<file path="src/rtl/seq_arith_pkg.sv">
// rtl/seq_arith_pkg.sv - shared types and iteration-count helper for seq_arith_unit
package seq_arith_pkg;

    typedef enum logic [1:0] {
        OP_MUL  = 2'b00,
        OP_DIV  = 2'b01,
        OP_SQRT = 2'b10,
        OP_ILL  = 2'b11
    } op_e;

    typedef enum logic [1:0] {
        IDLE  = 2'd0,
        CHECK = 2'd1,
        RUN   = 2'd2,
        DONE  = 2'd3
    } state_e;

    // SQRT retires two radicand bits per iteration, MUL/DIV one bit
    function automatic int unsigned iter_count(input op_e op, input int unsigned width);
        return (op == OP_SQRT) ? (width / 2) : width;
    endfunction

endpackage

</file>
<file path="src/rtl/arith_addsub.sv">
// rtl/arith_addsub.sv - shared add/subtract unit, sum = a + (sub ? ~b : b) + sub
module arith_addsub #(
    parameter int W = 18
) (
    input  logic [W-1:0] a,
    input  logic [W-1:0] b,
    input  logic         sub,
    output logic [W-1:0] sum
);

    assign sum = a + (sub ? ~b : b) + {{(W-1){1'b0}}, sub};

endmodule

</file>
<file path="src/rtl/seq_arith_unit.sv">
// rtl/seq_arith_unit.sv - iterative signed MUL / unsigned DIV / unsigned SQRT on one shared adder
module seq_arith_unit
    import seq_arith_pkg::*;
#(
    parameter int WIDTH = 16,
    parameter int CNT_W = $clog2(WIDTH + 1)
) (
    input  logic             clk,
    input  logic             rst,
    input  logic             start,
    input  logic [1:0]       op,
    input  logic [WIDTH-1:0] data_x,
    input  logic [WIDTH-1:0] data_y,
    output logic             busy,
    output logic             ready,
    output logic [WIDTH-1:0] result,
    output logic [WIDTH-1:0] residue,
    output logic             error
);

    localparam int AW = WIDTH + 2;
    localparam int HW = WIDTH / 2;

    state_e           state_q, state_d;
    op_e              op_q, op_d;
    logic [WIDTH-1:0] x_q, x_d;
    logic [WIDTH-1:0] y_q, y_d;
    logic [WIDTH:0]   hi_q, hi_d;
    logic [WIDTH-1:0] lo_q, lo_d;
    logic             qm1_q, qm1_d;
    logic [HW-1:0]    root_q, root_d;
    logic [CNT_W-1:0] cnt_q, cnt_d;
    logic [WIDTH-1:0] result_q, result_d;
    logic [WIDTH-1:0] residue_q, residue_d;
    logic             error_q, error_d;

    logic [AW-1:0]    add_a, add_b, add_sum;
    logic             add_sub;
    logic             error_cond;
    logic             sqrt_step;

    arith_addsub #(.W(AW)) u_addsub (
        .a   (add_a),
        .b   (add_b),
        .sub (add_sub),
        .sum (add_sum)
    );

    always_comb begin
        error_cond = 1'b0;
        case (op_q)
            OP_ILL:  error_cond = 1'b1;
            OP_DIV:  error_cond = (y_q == '0);
            OP_SQRT: error_cond = x_q[WIDTH-1];
            default: error_cond = 1'b0;
        endcase
    end

    // The first SQRT digit is taken in CHECK, so the last RUN cycle is free
    // for the negative-remainder correction on the same adder.
    always_comb begin
        add_a     = '0;
        add_b     = '0;
        add_sub   = 1'b0;
        sqrt_step = (op_q == OP_SQRT) &&
                    ((state_q == CHECK) || ((state_q == RUN) && (cnt_q != CNT_W'(1))));
        if ((state_q == RUN) && (op_q == OP_MUL)) begin
            add_a = {hi_q[WIDTH], hi_q};
            case ({lo_q[0], qm1_q})
                2'b01:   add_b = {{2{x_q[WIDTH-1]}}, x_q};
                2'b10: begin
                    add_b   = {{2{x_q[WIDTH-1]}}, x_q};
                    add_sub = 1'b1;
                end
                default: add_b = '0;
            endcase
        end else if ((state_q == RUN) && (op_q == OP_DIV)) begin
            add_a   = {1'b0, hi_q[WIDTH-1:0], lo_q[WIDTH-1]};
            add_b   = {2'b00, y_q};
            add_sub = 1'b1;
        end else if (sqrt_step) begin
            add_a   = {hi_q[WIDTH-1:0], lo_q[WIDTH-1:WIDTH-2]};
            add_b   = {{(AW-HW-2){1'b0}}, root_q, hi_q[WIDTH], 1'b1};
            add_sub = ~hi_q[WIDTH];
        end else if ((state_q == RUN) && (op_q == OP_SQRT)) begin
            add_a = {hi_q[WIDTH], hi_q};
            add_b = {{(AW-HW-1){1'b0}}, root_q, 1'b1};
        end
    end

    always_comb begin
        state_d   = state_q;
        op_d      = op_q;
        x_d       = x_q;
        y_d       = y_q;
        hi_d      = hi_q;
        lo_d      = lo_q;
        qm1_d     = qm1_q;
        root_d    = root_q;
        cnt_d     = cnt_q;
        result_d  = result_q;
        residue_d = residue_q;
        error_d   = error_q;
        case (state_q)
            IDLE: begin
                if (start) begin
                    state_d = CHECK;
                    op_d    = op_e'(op);
                    x_d     = data_x;
                    y_d     = data_y;
                    hi_d    = '0;
                    qm1_d   = 1'b0;
                    root_d  = '0;
                    lo_d    = (op_e'(op) == OP_MUL) ? data_y : data_x;
                end
            end
            CHECK: begin
                if (error_cond) begin
                    state_d   = DONE;
                    result_d  = '0;
                    residue_d = '0;
                    error_d   = 1'b1;
                end else begin
                    state_d = RUN;
                    cnt_d   = CNT_W'(iter_count(op_q, WIDTH));
                    if (sqrt_step) begin
                        hi_d   = add_sum[WIDTH:0];
                        lo_d   = {lo_q[WIDTH-3:0], 2'b00};
                        root_d = {root_q[HW-2:0], ~add_sum[AW-1]};
                    end
                end
            end
            RUN: begin
                cnt_d = cnt_q - 1'b1;
                case (op_q)
                    OP_MUL: begin
                        hi_d  = {add_sum[WIDTH], add_sum[WIDTH:1]};
                        lo_d  = {add_sum[0], lo_q[WIDTH-1:1]};
                        qm1_d = lo_q[0];
                    end
                    OP_DIV: begin
                        hi_d = add_sum[AW-1] ? {hi_q[WIDTH-1:0], lo_q[WIDTH-1]} : add_sum[WIDTH:0];
                        lo_d = {lo_q[WIDTH-2:0], ~add_sum[AW-1]};
                    end
                    default: begin
                        if (sqrt_step) begin
                            hi_d   = add_sum[WIDTH:0];
                            lo_d   = {lo_q[WIDTH-3:0], 2'b00};
                            root_d = {root_q[HW-2:0], ~add_sum[AW-1]};
                        end else if (hi_q[WIDTH]) begin
                            hi_d = add_sum[WIDTH:0];
                        end
                    end
                endcase
                if (cnt_q == CNT_W'(1)) begin
                    state_d = DONE;
                    error_d = 1'b0;
                    if (op_q == OP_SQRT) begin
                        result_d  = {{(WIDTH-HW){1'b0}}, root_d};
                        residue_d = {{(WIDTH-HW-1){1'b0}}, hi_d[HW:0]};
                    end else begin
                        result_d  = lo_d;
                        residue_d = hi_d[WIDTH-1:0];
                    end
                end
            end
            DONE:    state_d = IDLE;
            default: state_d = IDLE;
        endcase
    end

    always_ff @(posedge clk or negedge rst) begin
        if (!rst) begin
            state_q   <= IDLE;
            op_q      <= OP_MUL;
            x_q       <= '0;
            y_q       <= '0;
            hi_q      <= '0;
            lo_q      <= '0;
            qm1_q     <= 1'b0;
            root_q    <= '0;
            cnt_q     <= '0;
            result_q  <= '0;
            residue_q <= '0;
            error_q   <= 1'b0;
        end else begin
            state_q   <= state_d;
            op_q      <= op_d;
            x_q       <= x_d;
            y_q       <= y_d;
            hi_q      <= hi_d;
            lo_q      <= lo_d;
            qm1_q     <= qm1_d;
            root_q    <= root_d;
            cnt_q     <= cnt_d;
            result_q  <= result_d;
            residue_q <= residue_d;
            error_q   <= error_d;
        end
    end

    assign busy    = (state_q != IDLE);
    assign ready   = (state_q == DONE);
    assign result  = result_q;
    assign residue = residue_q;
    assign error   = error_q;

endmodule

</file>
<file path="config.mk">
export PLATFORM = sky130hd
export DESIGN_NAME = seq_arith_unit
export DESIGN_NICKNAME = d
export VERILOG_FILES = /design/src/rtl/seq_arith_pkg.sv /design/src/rtl/arith_addsub.sv /design/src/rtl/seq_arith_unit.sv
export SDC_FILE = /design/constraint.sdc
export NUM_CORES = 1
export LEC_CHECK = 0
export ABC_AREA = 1
export CAP_MARGIN = 20
export CORE_ASPECT_RATIO = 0.9
export CORE_MARGIN = 3
export CORE_UTILIZATION = 45
export DETAILED_ROUTE_END_ITERATION = 8
export PLACE_DENSITY = 0.73
export SYNTH_ARGS = -nofsm -noshare
export SYNTH_HDL_FRONTEND = slang
export SYNTH_SLANG_ARGS = --single-unit
</file>
<file path="constraint.sdc">
create_clock -name clk -period 10.15 [get_ports clk]
set_clock_uncertainty 0.15 [all_clocks]
set_input_delay 1.5225 -clock clk [delete_from_list [all_inputs] [get_ports clk]]
set_output_delay 1.5225 -clock clk [all_outputs]
set_load 0.05 [all_outputs]
</file>
### Word level (Yosys, flattened, before mapping)

Index checks and enable logic that the tools add are counted.
Widths: inputs -> output; s select.

| storage, ports and cells | value |
|---|---|
| register bits | 116 |
| bits in latches | 0 |
| RAM bits | 0 |
| bits in read-only memories | 0 |
| input bits | 37 |
| memories kept | 0 |

| operators by class | value |
|---|---|
| add/sub/neg operators | 3 |
| multipliers | 0 |
| div/mod/pow operators | 0 |
| order comparisons | 0 |
| equal/unequal tests | 16 |
| shift-type cells | 0 |
| mux-type cells | 54 |
| bitwise logic cells | 3 |
| reductions and logical operators | 23 |

Operator list:

| operator | count |
|---|---|
| $mux 16 | 10 |
| $mux 18 | 7 |
| $mux 17 | 6 |
| $pmux 16 s2 | 3 |
| $pmux 17 s3 | 1 |
| $pmux 16 s3 | 1 |
| $pmux 17 s2 | 1 |
| $mux 8 | 4 |
| $pmux 8 s3 | 1 |
| $add 18x1->18 | 1 |
| $add 18x18->18 | 1 |
| $not 18->18 | 1 |
| $logic_not 16->1 | 1 |
| $eq 2x2->1 const B | 5 |
| $mux 10 | 1 |
| $mux 5 | 2 |
| $pmux 5 s2 | 1 |
| $mux 1 | 9 |
| $mux 9 | 1 |
| $reduce_and 3->1 | 3 |
| $ne 2x2->1 const B | 4 |
| $pmux 2 s4 | 1 |
| $eq 2x1->1 const B | 3 |
| $logic_not 2->1 | 3 |
| other kinds (15) | 28 |

### Depth between registers and ports, before layout

Gate-level depths: netlist of run 1.

| depth | value |
|---|---|
| depth after elaboration | 17 |
| depth in mapped cells | 34 |
| gate-level depth less buffers | 33 |

### Modules after synthesis

From an unflattened synthesis of run 1, not the netlist that was laid out.

| second synthesis, totals | value |
|---|---|
| cell total of the unflattened synthesis | 1,409 |
| area, all modules | 8,971.1 sq um |

Modules (own cells, without submodules):

| module | instances | cells each | area an instance (sq um) | sequential area each (sq um) |
|---|---|---|---|---|
| seq_arith_unit | 1 | 1,187 | 7,741.2 | 2,902.8 |
| arith_addsub | 1 | 222 | 1,229.9 | 0.0 |

### Worst setup path before layout of run 1

Ideal clock, no wire load.

| timing | value |
|---|---|
| path kind | register to register |
| from | register state_q[0] |
| to | register hi_q[11] |
| arrival | 3,807 ps |
| data required time | 9,883 ps |
| setup slack | 6,077 ps |
| cell stages (with the launch flop) | 31 |
| path buffers | 2 |
| cell sequence | dfrtp_1 > inv_1 > ha_1 > buf_2 > nand2_1 > nand2_2 > nand2_4 > clkbuf_1 > nor2_1 > a21oi_1 > inv_1 > o22ai_1 > a21oi_1 > xor2_1 > ha_1 > a21oi_1 > o21ai_0 > a21oi_1 > nor2_1 > nor2_1 > nand2_1 > nand2_2 > nand2_8 > nor2_8 > inv_4 > nand2_1 > nand2_1 > o211ai_2 > o21ai_0 > nand2_1 > nand2_1 |

| between the ends | value |
|---|---|
| cells in the longest elaborated chain, start to end | 15 |

Ends and longest elaborated chain:

| element | RTL line | source |
|---|---|---|
| from (decl) | seq_arith_unit.sv:24 | `state_e state_q, state_d;` |
| from (signal assigned) | seq_arith_unit.sv:187 | `state_q <= state_d;` |
| $eq 2x2->1 | -- |  |
| $logic_and 1x1->1 | seq_arith_unit.sv:66 | `((state_q == CHECK) \|\| ((state_q == RUN) && (cnt_q != CNT_W'(1))));` |
| $logic_or 1x1->1 | seq_arith_unit.sv:66 |  |
| $logic_and 1x1->1 | seq_arith_unit.sv:65 | `sqrt_step = (op_q == OP_SQRT) &&` |
| $mux 10 | seq_arith_unit.sv:81 | `end else if (sqrt_step) begin` |
| $mux 16 | seq_arith_unit.sv:77 | `end else if ((state_q == RUN) && (op_q == OP_DIV)) begin` |
| $mux 18 | seq_arith_unit.sv:67 | `if ((state_q == RUN) && (op_q == OP_MUL)) begin` |
| $not 18->18 | arith_addsub.sv:11 | `assign sum = a + (sub ? ~b : b) + {{(W-1){1'b0}}, sub};` |
| $mux 18 | arith_addsub.sv:11 |  |
| $add 18x18->18 | arith_addsub.sv:11 |  |
| $add 18x1->18 | arith_addsub.sv:11 |  |
| $mux 17 | seq_arith_unit.sv:150 | `end else if (hi_q[WIDTH]) begin` |
| $mux 17 | seq_arith_unit.sv:146 | `if (sqrt_step) begin` |
| $pmux 17 s2 | seq_arith_unit.sv:135 | `case (op_q)` |
| $pmux 17 s3 | seq_arith_unit.sv:104 | `case (state_q)` |
| to (signal assigned) | seq_arith_unit.sv:191 | `hi_q <= hi_d;` |
| to (decl) | seq_arith_unit.sv:28 | `logic [WIDTH:0] hi_q, hi_d;` |

Parallel ways exist; a longest one is shown, timed or not. The select of a mux whose other input is x is not followed.
A chain may end at the register's enable or synchronous reset.

### Worst setup path in the final report of run 1

| timing | value |
|---|---|
| from | register state_q[1] |
| to | register hi_q[15] |

Same word-level chain as after synthesis.

==> results of run 1 <==
-- power groups by stage --
stage	Clock (W)	Sequential (W)	Combinational [W]
after detailed placement	0	0.000787	0.00220
after CTS	0.000627	0.000782	0.00221
after global routing	0.000653	0.000807	0.00250
final	0.000627	0.000786	0.00227
after global placement	0	0.000783	0.00219
after floorplan	0	0.000881	0.00147
-- final cells by class --
type / count / area (um2) / share of cell area (%)
clock buffer: 23 / 488 / 5.01
sequential: 116 / 2900 / 29.8
multi-input combinational: 851 / 4640 / 47.6
tap: 240 / 300 / 3.08
inverter: 126 / 482 / 4.94
clock inverter: 8 / 124 / 1.27
timing repair buffer: 81 / 816 / 8.37
-- metal layers --
metal / vias up / wire (um)
met3: 38 / 3120
li1: 3971 / -
met2: 483 / 10900
met1: 3909 / 12000
met5: - / 0
met4: 0 / 318
-- path summary, 6_finish.rpt --
check | start | end | slack (ps)
worst min-delay path | result[7] | result[7] | 330
worst min register to register | result[7] | result[7] | 330
max in group asynchronous | rst | lo_q[7] | 7910
worst max-delay path | state_q[1] | hi_q[15] | 4180
worst max register to register | state_q[1] | hi_q[15] | 4180
min in group asynchronous | rst | residue[13] | 930
-- Yosys cell counts, types with 2 or more instances --
library cell	count	area share (%)
nand2_1	295	13
o21ai_0	154	9.3
dfrtp_1	116	35
inv_1	112	5.1
a21oi_1	79	4.8
nand3_1	51	3.1
nor2_1	51	2.3
clkbuf_1	44	2.0
o211ai_1	31	2.8
o21ai_1	30	1.8
ha_1	24	3.6
xor2_1	18	1.9
o22ai_1	13	0.99
xnor2_1	12	1.3
a22oi_1	11	1.0
a221oi_1	8	0.85
inv_2	8	0.36
buf_1	6	0.27
nand4_1	6	0.46
nor4_1	6	0.46
o221ai_1	6	0.64
buf_2	5	0.30
nor2_4	5	0.68
a31oi_1	4	0.30
nand3_2	4	0.49
o211ai_2	4	0.61
inv_4	3	0.23
nand2_2	3	0.23
nand2_4	3	0.41
nand2_8	3	0.73
a211oi_1	2	0.18
clkinv_1	2	0.091
nor2_8	2	0.49
nor3_1	2	0.12
o2111ai_1	2	0.21
o21a_1	2	0.18
o221a_2	2	0.27
o221ai_2	2	0.36
or2_2	2	0.15
-- stage by stage --
step           setup WS (ps)  power [W]  utilization, %  hold WS, ps  instances
2_1_floorplan           6080    0.00235               -          299       1150
3_3_place_gp            4470    0.00297            51.1          315       1412
3_5_place_dp            4460    0.00299            51.1          316       1412
4_1_cts                 4400    0.00362            54.6          331       1443
5_1_grt                 3680    0.00396            54.8          357       1445
6_report                4180    0.00368            54.8          326       1445
-- kinds of logic after synthesis --
| logic type | share of synthesized area (%) |
|---|---|
| buffers and inverters | 8.65 |
| flip-flops | 35.2 |
| adder cells (fa/ha/maj) | 3.88 |
| AO/OA/AOI/OAI | 25.2 |
| AND/OR/NAND/NOR | 23.6 |
| multiplexers | 0.137 |
| XOR/XNOR | 3.38 |
-- registers in the layout (all words and copies together), names as in the netlist --
register / count
state_q: 2
op_q: 2
residue: 16
error: 1
cnt_q: 5
x_q: 16
root_q: 8
lo_q: 16
y_q: 16
hi_q: 17
result: 16
qm1_q: 1
-- placed cells by master, fill, tap and decap left out, drive strengths merged, types with 8 or more instances in the layout --
cell type | netlist | routed
o22ai | 13 | 13
xnor2 | 12 | 12
xor2 | 19 | 19
a22oi | 11 | 11
o211ai | 35 | 35
a21oi | 80 | 80
nand2 | 304 | 304
clkdlybuf4s50 | 0 | 70
inv | 123 | 123
nand3 | 56 | 56
nor2 | 58 | 58
o221ai | 8 | 8
buf | 13 | 11
a221oi | 8 | 8
ha | 24 | 24
dfrtp | 116 | 116
clkbuf | 44 | 23
o21ai | 185 | 185
-- critical path, delay by kind of cell, from the launching register on --
family	cells	cell delay [ps]
XOR/XNOR	2	650
flip-flops	1	380
AO/OA/AOI/OAI	3	950
adder cells (fa/ha/maj)	2	550
buffers and inverters	5	1160
AND/OR/NAND/NOR	16	2030
==> metrics.yaml, run 1 <==
global_routing:
  grt_pass1_vias: 7582
  antenna_found_initial: 0
  globalRouteOverflowTotal: 0
  grt_pass1_wl_mm: 42.6
  grt_use_met1_pct: 41.6
  grtUsageTotal_pct: 27.0
  top_usage_layer: "met1"
  met2_usage_pct: 37.5
  grt_use_met3_pct: 8.07
  grt_start_max_net_pins: 77
clock_network:
  cts_setup_buffers: 0
  ctsHoldBuffers: 0
  cts_buffers: 17
  clk_latency_ps: 420
  clockRootBuffer: "clkbuf_16"
  cts_tree: "done"
  clk_path_buf_depth: 2
  cts_htree_levels: 4
  cts_resized: 0
  cts.sinks: 116
  clk_pin_slew_ps: 60
worst_setup_path:
  end_kind: "register"
  critPathMaxFanout: 63
  critPathMaxStageDelay_ps: 530
  worstPathRequired_ps: 10360
  start_kind: "register"
  worst_r2r_path_depth: 28
  critical_path_class: "reg -> reg"
  cp.arrival_ps: 6180
  slowest_stage: "inv_1"
  crit_top_cell: "nand2_1"
logic_synthesis:
  synth_area_um2: 8250
  ys_warn_count: 0
  syn_avg_cell_area_um2: 7.17
  synth-seq-area-share_pct: 35.2
  ys_types: 56
  synthFlopType: "dfrtp_1"
  synth-edff-count: 0
  syn-num-nets: 1212
  async_reset_ff_share_pct: 100
  syn_inst: 1150
  ys_seq_elements: 116
route:
  drt_first_pass_iters: 5
  wl_per_cell_um: 18.2
  drc_errors: 0
  drt_wl_total_mm: 26.3
  final_antenna_net_count: 0
  viasPerCell: 5.81
  num_vias: 8401
  drtIter0Drc: 1002
place:
  place.detailed.hpwl_mm: 19.3
  port_buffers: 71
  gp_congestion: 0.979
  placed_area_um2: 9090
sta:
  timing.setup.tns_ps: 0
  finalMaxSlewViolations: 0
  min_period_ps: 5970
  setup_viol: 0
  slew_headroom_pct: 33.3
  final-hold-violation-count: 0
  layout_worst_path_cycle_share_pct: 58.9
  max_slew.worst_pin.slew_ps: 998
  rsz0062_at_grt: "false"
  max_freq_mhz: 167
finish:
  antenna_cells: 0
  n_fill_cell: 1704
  drive_above_1_share_pct: 7.47
  design_area_um2: 9750
  areaGrowthSynthToFinish_pct: 18.2
  nets: 1255
power:
  switchingPower_w: 0.00196
  p_int_w: 0.00172
  ir_drop_mv: 0.186
  comb_power_share_pct: 61.7
  sequentialPowerShare_pct: 21.3
  p_leak_nw: 4.45
  p_sw_share_pct: 53.3
  clkPwrFrac_pct: 17.0
  power_density_nw_per_um2: 378
min_path:
  whs_path_depth: 2
  hold_path_class: "reg -> reg"
outcome:
  outcome: "complete, no violations"
floorplan:
  core_um2: 17800
  die_y_um: 134
  die_area_um2: 20000
  rows: 46
  die_w_um: 149
  initial_core_util_pct: 46.4
  io_pins: 72
flow_run:
  max-cap-violations: 0
Power figures use the tool's default switching activity.
==> run 2, diff against run 1 <==
- PLACE_DENSITY: 0.73 -> 0.75
- clock period: 10.15 -> 4.8 ns (I/O delays scaled with it)
==> metrics.yaml, run 2 (synthesis results as in run 1) <==
worst_setup_path:
  slowest_stage: "fa_1"
  r2r_start: "state_q[1]"
  end_kind: "register"
  critPathMaxStageDelay_ps: 450  # -80 ps
  start_kind: "register"
  worstPathRequired_ps: 5010  # -5350 ps
  critPathMaxFanout: 17  # -73%
  critical_path_class: "reg -> reg"
  startpoint: "state_q[1]"
  cp.arrival_ps: 4740  # -1440 ps
  crit_top_cell: "nand2_1"
clock_network:
  cts_tree: "done"
  clk_latency_ps: 420  # about the same
  cts.sinks: 116  # unchanged
  cts_htree_levels: 4  # unchanged
  clk_path_buf_depth: 2  # unchanged
  cts_buffers: 17  # unchanged
  clockRootBuffer: "clkbuf_16"
  clk_pin_slew_ps: 60  # about the same
  ctsHoldBuffers: 0  # unchanged
finish:
  final_common_cell: "nand2_1"
  drive_above_1_share_pct: 10.1  # +2.6 points
  areaGrowthSynthToFinish_pct: 21.2
  top_register: "hi_q"
  antenna_cells: 0  # unchanged
  mostFrequentLayoutCells: "291 x nand2_1, 147 x o21ai_0, 116 x dfrtp_1"
  nets: 1277  # +1.8%
  largest_reg_flops: 17  # unchanged
  final_cells: 1467  # +1.5%
sta:
  final-hold-violation-count: 0  # unchanged
  setup_viol: 0  # unchanged
  max_freq_mhz: 221  # +32%
  slew_headroom_pct: 36.3  # +3.1 points
  fin_ws_ps: 265  # -3910 ps
  max_slew.worst_pin.slew_ps: 953  # -44.9 ps
  finalMaxSlewViolations: 0  # unchanged
  min_period_ps: 4530  # -1440 ps
  layout_worst_path_cycle_share_pct: 94.5  # +36 points
  rsz0062_at_grt: "true"
place:
  place_ws_ps: 2.39  # -4450 ps
  place_inst: 1432  # +1.4%
  gp_congestion: 0.941  # -3.9%
  place.detailed.hpwl_mm: 19.4  # +0.32%
  port_buffers: 71  # unchanged
global_routing:
  grtUsageTotal_pct: 27.1  # +0.091 points
  grt_start_max_net_pins: 66  # -14%
  globalRouteOverflowTotal: 0  # unchanged
  grt_pass1_vias: 7649  # +0.88%
  antenna_found_initial: 0  # unchanged
  grt_pass1_wl_mm: 42.6  # -0.15%
flow_run:
  max-cap-violations: 0  # unchanged
route:
  num_vias: 8585  # +2.2%
  drt_first_pass_iters: 6  # +1
  wl_per_cell_um: 18.3  # +0.37%
  drt_wl_total_mm: 26.8  # +1.9%
  drtIter0Drc: 1165  # +16%
  viasPerCell: 5.85  # +0.66%
  final_antenna_net_count: 0  # unchanged
  drc_errors: 0  # unchanged
power:
  power_density_nw_per_um2: 801  # +110%
  ir_drop_mv: 0.330  # +77%
  p_leak_nw: 4.55  # +2.3%
floorplan:
  io_pins: 72  # unchanged
  die_y_um: 134  # unchanged
  rows: 46  # unchanged
  core_um2: 17800  # unchanged
  die_area_um2: 20000  # unchanged
  initial_core_util_pct: 46.4  # unchanged
  die_w_um: 149  # unchanged
min_path:
  hold_path_class: "in -> async"
outcome:
  outcome: "complete, no violations"
## run 2: changes by cell type in the layout (fill, tap and decap cells not counted), sizes merged
cell      delta
clkinv       -1
clkinvlp     +1
buf         +21
bufinv       +1
## run 2: area by class of cell
| type | instances | area [um2] |
|---|---|---|
| Tap cell | 240 | 300 |
| Clock inverter | 9 | 154 |
| Fill cell | 1604 | 7790 |
| Multi-Input combinational cell | 851 | 4700 |
| Sequential cell | 116 | 2900 |
| Clock buffer | 22 | 454 |
| Timing Repair Buffer | 103 | 998 |
| Inverter | 126 | 485 |
## run 2: report_power, final
group	internal, W	switching [W]
registers	0.00138	0.000302
logic	0.00152	0.00348
clock network	0.000878	0.000455
## run 2: worst paths after layout
kind | end | slack [ps] | depth (start not counted)
min in group clk | residue[4] | 330 | 2
worst min-delay path | hi_q[12] | 260 | 1
worst max register to register | hi_q[8] | 270 | 27
max in group asynchronous | x_q[2] | 3430 | 2
worst min register to register | residue[4] | 330 | 2
worst max-delay path | hi_q[8] | 270 | 27
## run 2: worst max-delay path, delay by kind of cell, from the launching register on
kind / cells / cell delay, ps
compound gates: 7 / 800
xor+xnor: 1 / 440
fa+ha+maj: 2 / 670
buf+inv: 4 / 570
flops: 1 / 400
simple gates: 13 / 1410
## run 2: per-layer routing
layer	share of wire, %	global-route usage (%)	routed length [um]
met1	45	41.8	12100
met2	40	37.1	10900
met3	13	7.74	3440
met4	1.6	6.77	437
met5	0	0	0
## run 2: per-stage QoR
stage | instance area, um2 | setup TNS (ps) | utilization (%) | hold WS (ps) | power (W)
floorplan | 8250 | 0 | - | 274 | 0.00498
global placement | 9260 | -56.4 | 52.1 | 314 | 0.00636
detailed placement | 9260 | 0 | 52.1 | 321 | 0.00642
CTS | 9880 | 0 | 55.6 | 294 | 0.00780
global route | 9990 | -32.5 | 56.2 | 326 | 0.00857
finish | 9990 | 0 | 56.2 | 256 | 0.00801
## run 2: what timing repair did
item | 4_1_cts | 5_1_grt
cloned | 0 | 1
gates resized for setup | 3 | 22
endpoints found under the setup margin | 16 | 36
buffers inserted | 0 | 3
pin swaps | 1 | 3
==> run 3, diff against run 2 <==
- REMOVE_ABC_BUFFERS: unset -> 1
- TNS_END_PERCENT: unset -> 30
==> metrics.yaml, run 3 (synthesis results as in run 1) <==
outcome:
  outcome: "complete, no violations"
worst_setup_path:
  worstPathRequired_ps: 4970  # -40 ps
  crit_top_cell: "nand2_1"
  critPathMaxFanout: 17  # unchanged
  slowest_stage: "dfrtp_1"
  cp.arrival_ps: 4780  # +40 ps
  start_kind: "register"
  critical_path_class: "reg -> reg"
  end_kind: "register"
  critPathMaxStageDelay_ps: 350  # -100 ps
route:
  drc_errors: 0  # unchanged
  wl_per_cell_um: 19.4  # +6.4%
  drtIter0Drc: 1228  # +5.4%
  drt_wl_total_mm: 28.7  # +7.0%
  final_antenna_net_count: 0  # unchanged
  drt_first_pass_iters: 6  # unchanged
  num_vias: 8623  # +0.44%
  viasPerCell: 5.84  # -0.17%
global_routing:
  antenna_found_initial: 0  # unchanged
  grt_pass1_wl_mm: 45.1  # +5.8%
  grt_pass1_vias: 7897  # +3.2%
  globalRouteOverflowTotal: 0  # unchanged
  grt_start_max_net_pins: 66  # unchanged
  grtUsageTotal_pct: 28.9  # +1.8 points
floorplan:
  die_area_um2: 20000  # unchanged
  io_pins: 72  # unchanged
  initial_core_util_pct: 46.4  # unchanged
  die_w_um: 149  # unchanged
  core_um2: 17800  # unchanged
  rows: 46  # unchanged
  die_y_um: 134  # unchanged
finish:
  top_register: "hi_q"
  antenna_cells: 0  # unchanged
  areaGrowthSynthToFinish_pct: 21.5
  largest_reg_flops: 17  # unchanged
  drive_above_1_share_pct: 10.5  # +0.41 points
  mostFrequentLayoutCells: "293 x nand2_1, 152 x o21ai_0, 116 x dfrtp_1"
  nets: 1285  # +0.63%
  design_area_um2: 10000  # +0.28%
  final_cells: 1476  # +0.61%
  final_common_cell: "nand2_1"
clock_network:
  ctsHoldBuffers: 0  # unchanged
  clk_latency_ps: 430  # about the same
  cts_buffers: 17  # unchanged
  cts_tree: "done"
  cts_htree_levels: 4  # unchanged
  clockRootBuffer: "clkbuf_16"
  cts.sinks: 116  # unchanged
  clk_path_buf_depth: 2  # unchanged
  clk_pin_slew_ps: 60  # about the same
sta:
  min_period_ps: 4610  # +79.7 ps
  final-hold-violation-count: 0  # unchanged
  setup_viol: 0  # unchanged
  holdWs_ps: 112  # -144 ps
  max_slew.worst_pin.slew_ps: 1060  # +111 ps
  max_freq_mhz: 217  # -1.7%
  slew_headroom_pct: 28.9  # -7.5 points
  layout_worst_path_cycle_share_pct: 96.1  # +1.7 points
  finalMaxSlewViolations: 0  # unchanged
power:
  p_leak_nw: 4.59  # +0.70%
  power_density_nw_per_um2: 809  # +0.97%
  ir_drop_mv: 0.351  # +6.5%
  finalPower_w: 0.00811  # +1.2%
place:
  place_inst: 1430  # -0.14%
  place.detailed.hpwl_mm: 20.3  # +4.8%
  gp_congestion: 1.02  # +8.2%
  placed_area_um2: 9240  # -0.27%
  port_buffers: 71  # unchanged
min_path:
  hold_path_class: "in -> async"
flow_run:
  max-cap-violations: 0  # unchanged
[run 3: metal layers]
| metal | wire length, um | global-route usage (%) | vias to the layer above | share of wire [%] |
|---|---|---|---|---|
| met1 | 12500 | 42.9 | 3954 | 44 |
| li1 | - | - | 4042 | - |
| met3 | 3200 | 7.13 | 73 | 11 |
| met5 | 0 | 0 | - | 0 |
| met4 | 762 | 9.49 | 0 | 2.7 |
| met2 | 12200 | 41.0 | 554 | 43 |
[run 3: worst max-delay path, delay by kind of cell, from the launching register on]
kind	cells	cell delay (ps)
AO/OA/AOI/OAI	7	1210
XOR/XNOR	1	210
adder cells (fa/ha/maj)	2	510
buffers and inverters	3	230
flip-flops	1	350
AND/OR/NAND/NOR	17	1840
[run 3: final timing paths]
| check | start | endpoint | slack, ps | cells past startpoint |
|---|---|---|---|---|
| max | cnt_q[1] | hi_q[11] | 190 | 30 |
| min | rst | x_q[5] | 110 | 1 |
| max reg2reg | cnt_q[1] | hi_q[11] | 190 | 30 |
| min reg2reg | hi_q[11] | hi_q[11] | 330 | 2 |
| max in group asynchronous | rst | residue[11] | 3410 | 2 |
| min in group clk | hi_q[11] | hi_q[11] | 330 | 2 |
[run 3: per-stage QoR]
step                utilization, %  TNS [ps]  setup slack, ps
CTS                           55.5         0              176
finish                        56.3         0              185
floorplan                        -         0             13.4
global placement              51.9         0             82.6
global route                  56.3      -402            -93.9
detailed placement            51.9         0              188
[run 3: layout make-up]
cell class	count	area (um2)
timing repair buffer	111	1020
sequential	116	2900
inverter	126	490
fill	1700	7770
tap	240	300
clock buffer	20	447
multi-input combinational	851	4680
clock inverter	12	179
[run 3: timing repair]
| item | in CTS | in global routing |
|---|---|---|
| resized for setup | 0 | 14 |
| endpoints found under the setup margin | 0 | 36 |
| buffers inserted | 0 | 14 |
[run 3: report_power, final]
group | leakage (nW) | internal, W | switching (W) | total (W)
Clock | 0.297 | 0.000883 | 0.000501 | 0.00138
Sequential | 1.50 | 0.00138 | 0.000317 | 0.00169
Combinational | 2.79 | 0.00154 | 0.00349 | 0.00503
Total | 4.59 | 0.00380 | 0.00431 | 0.00811
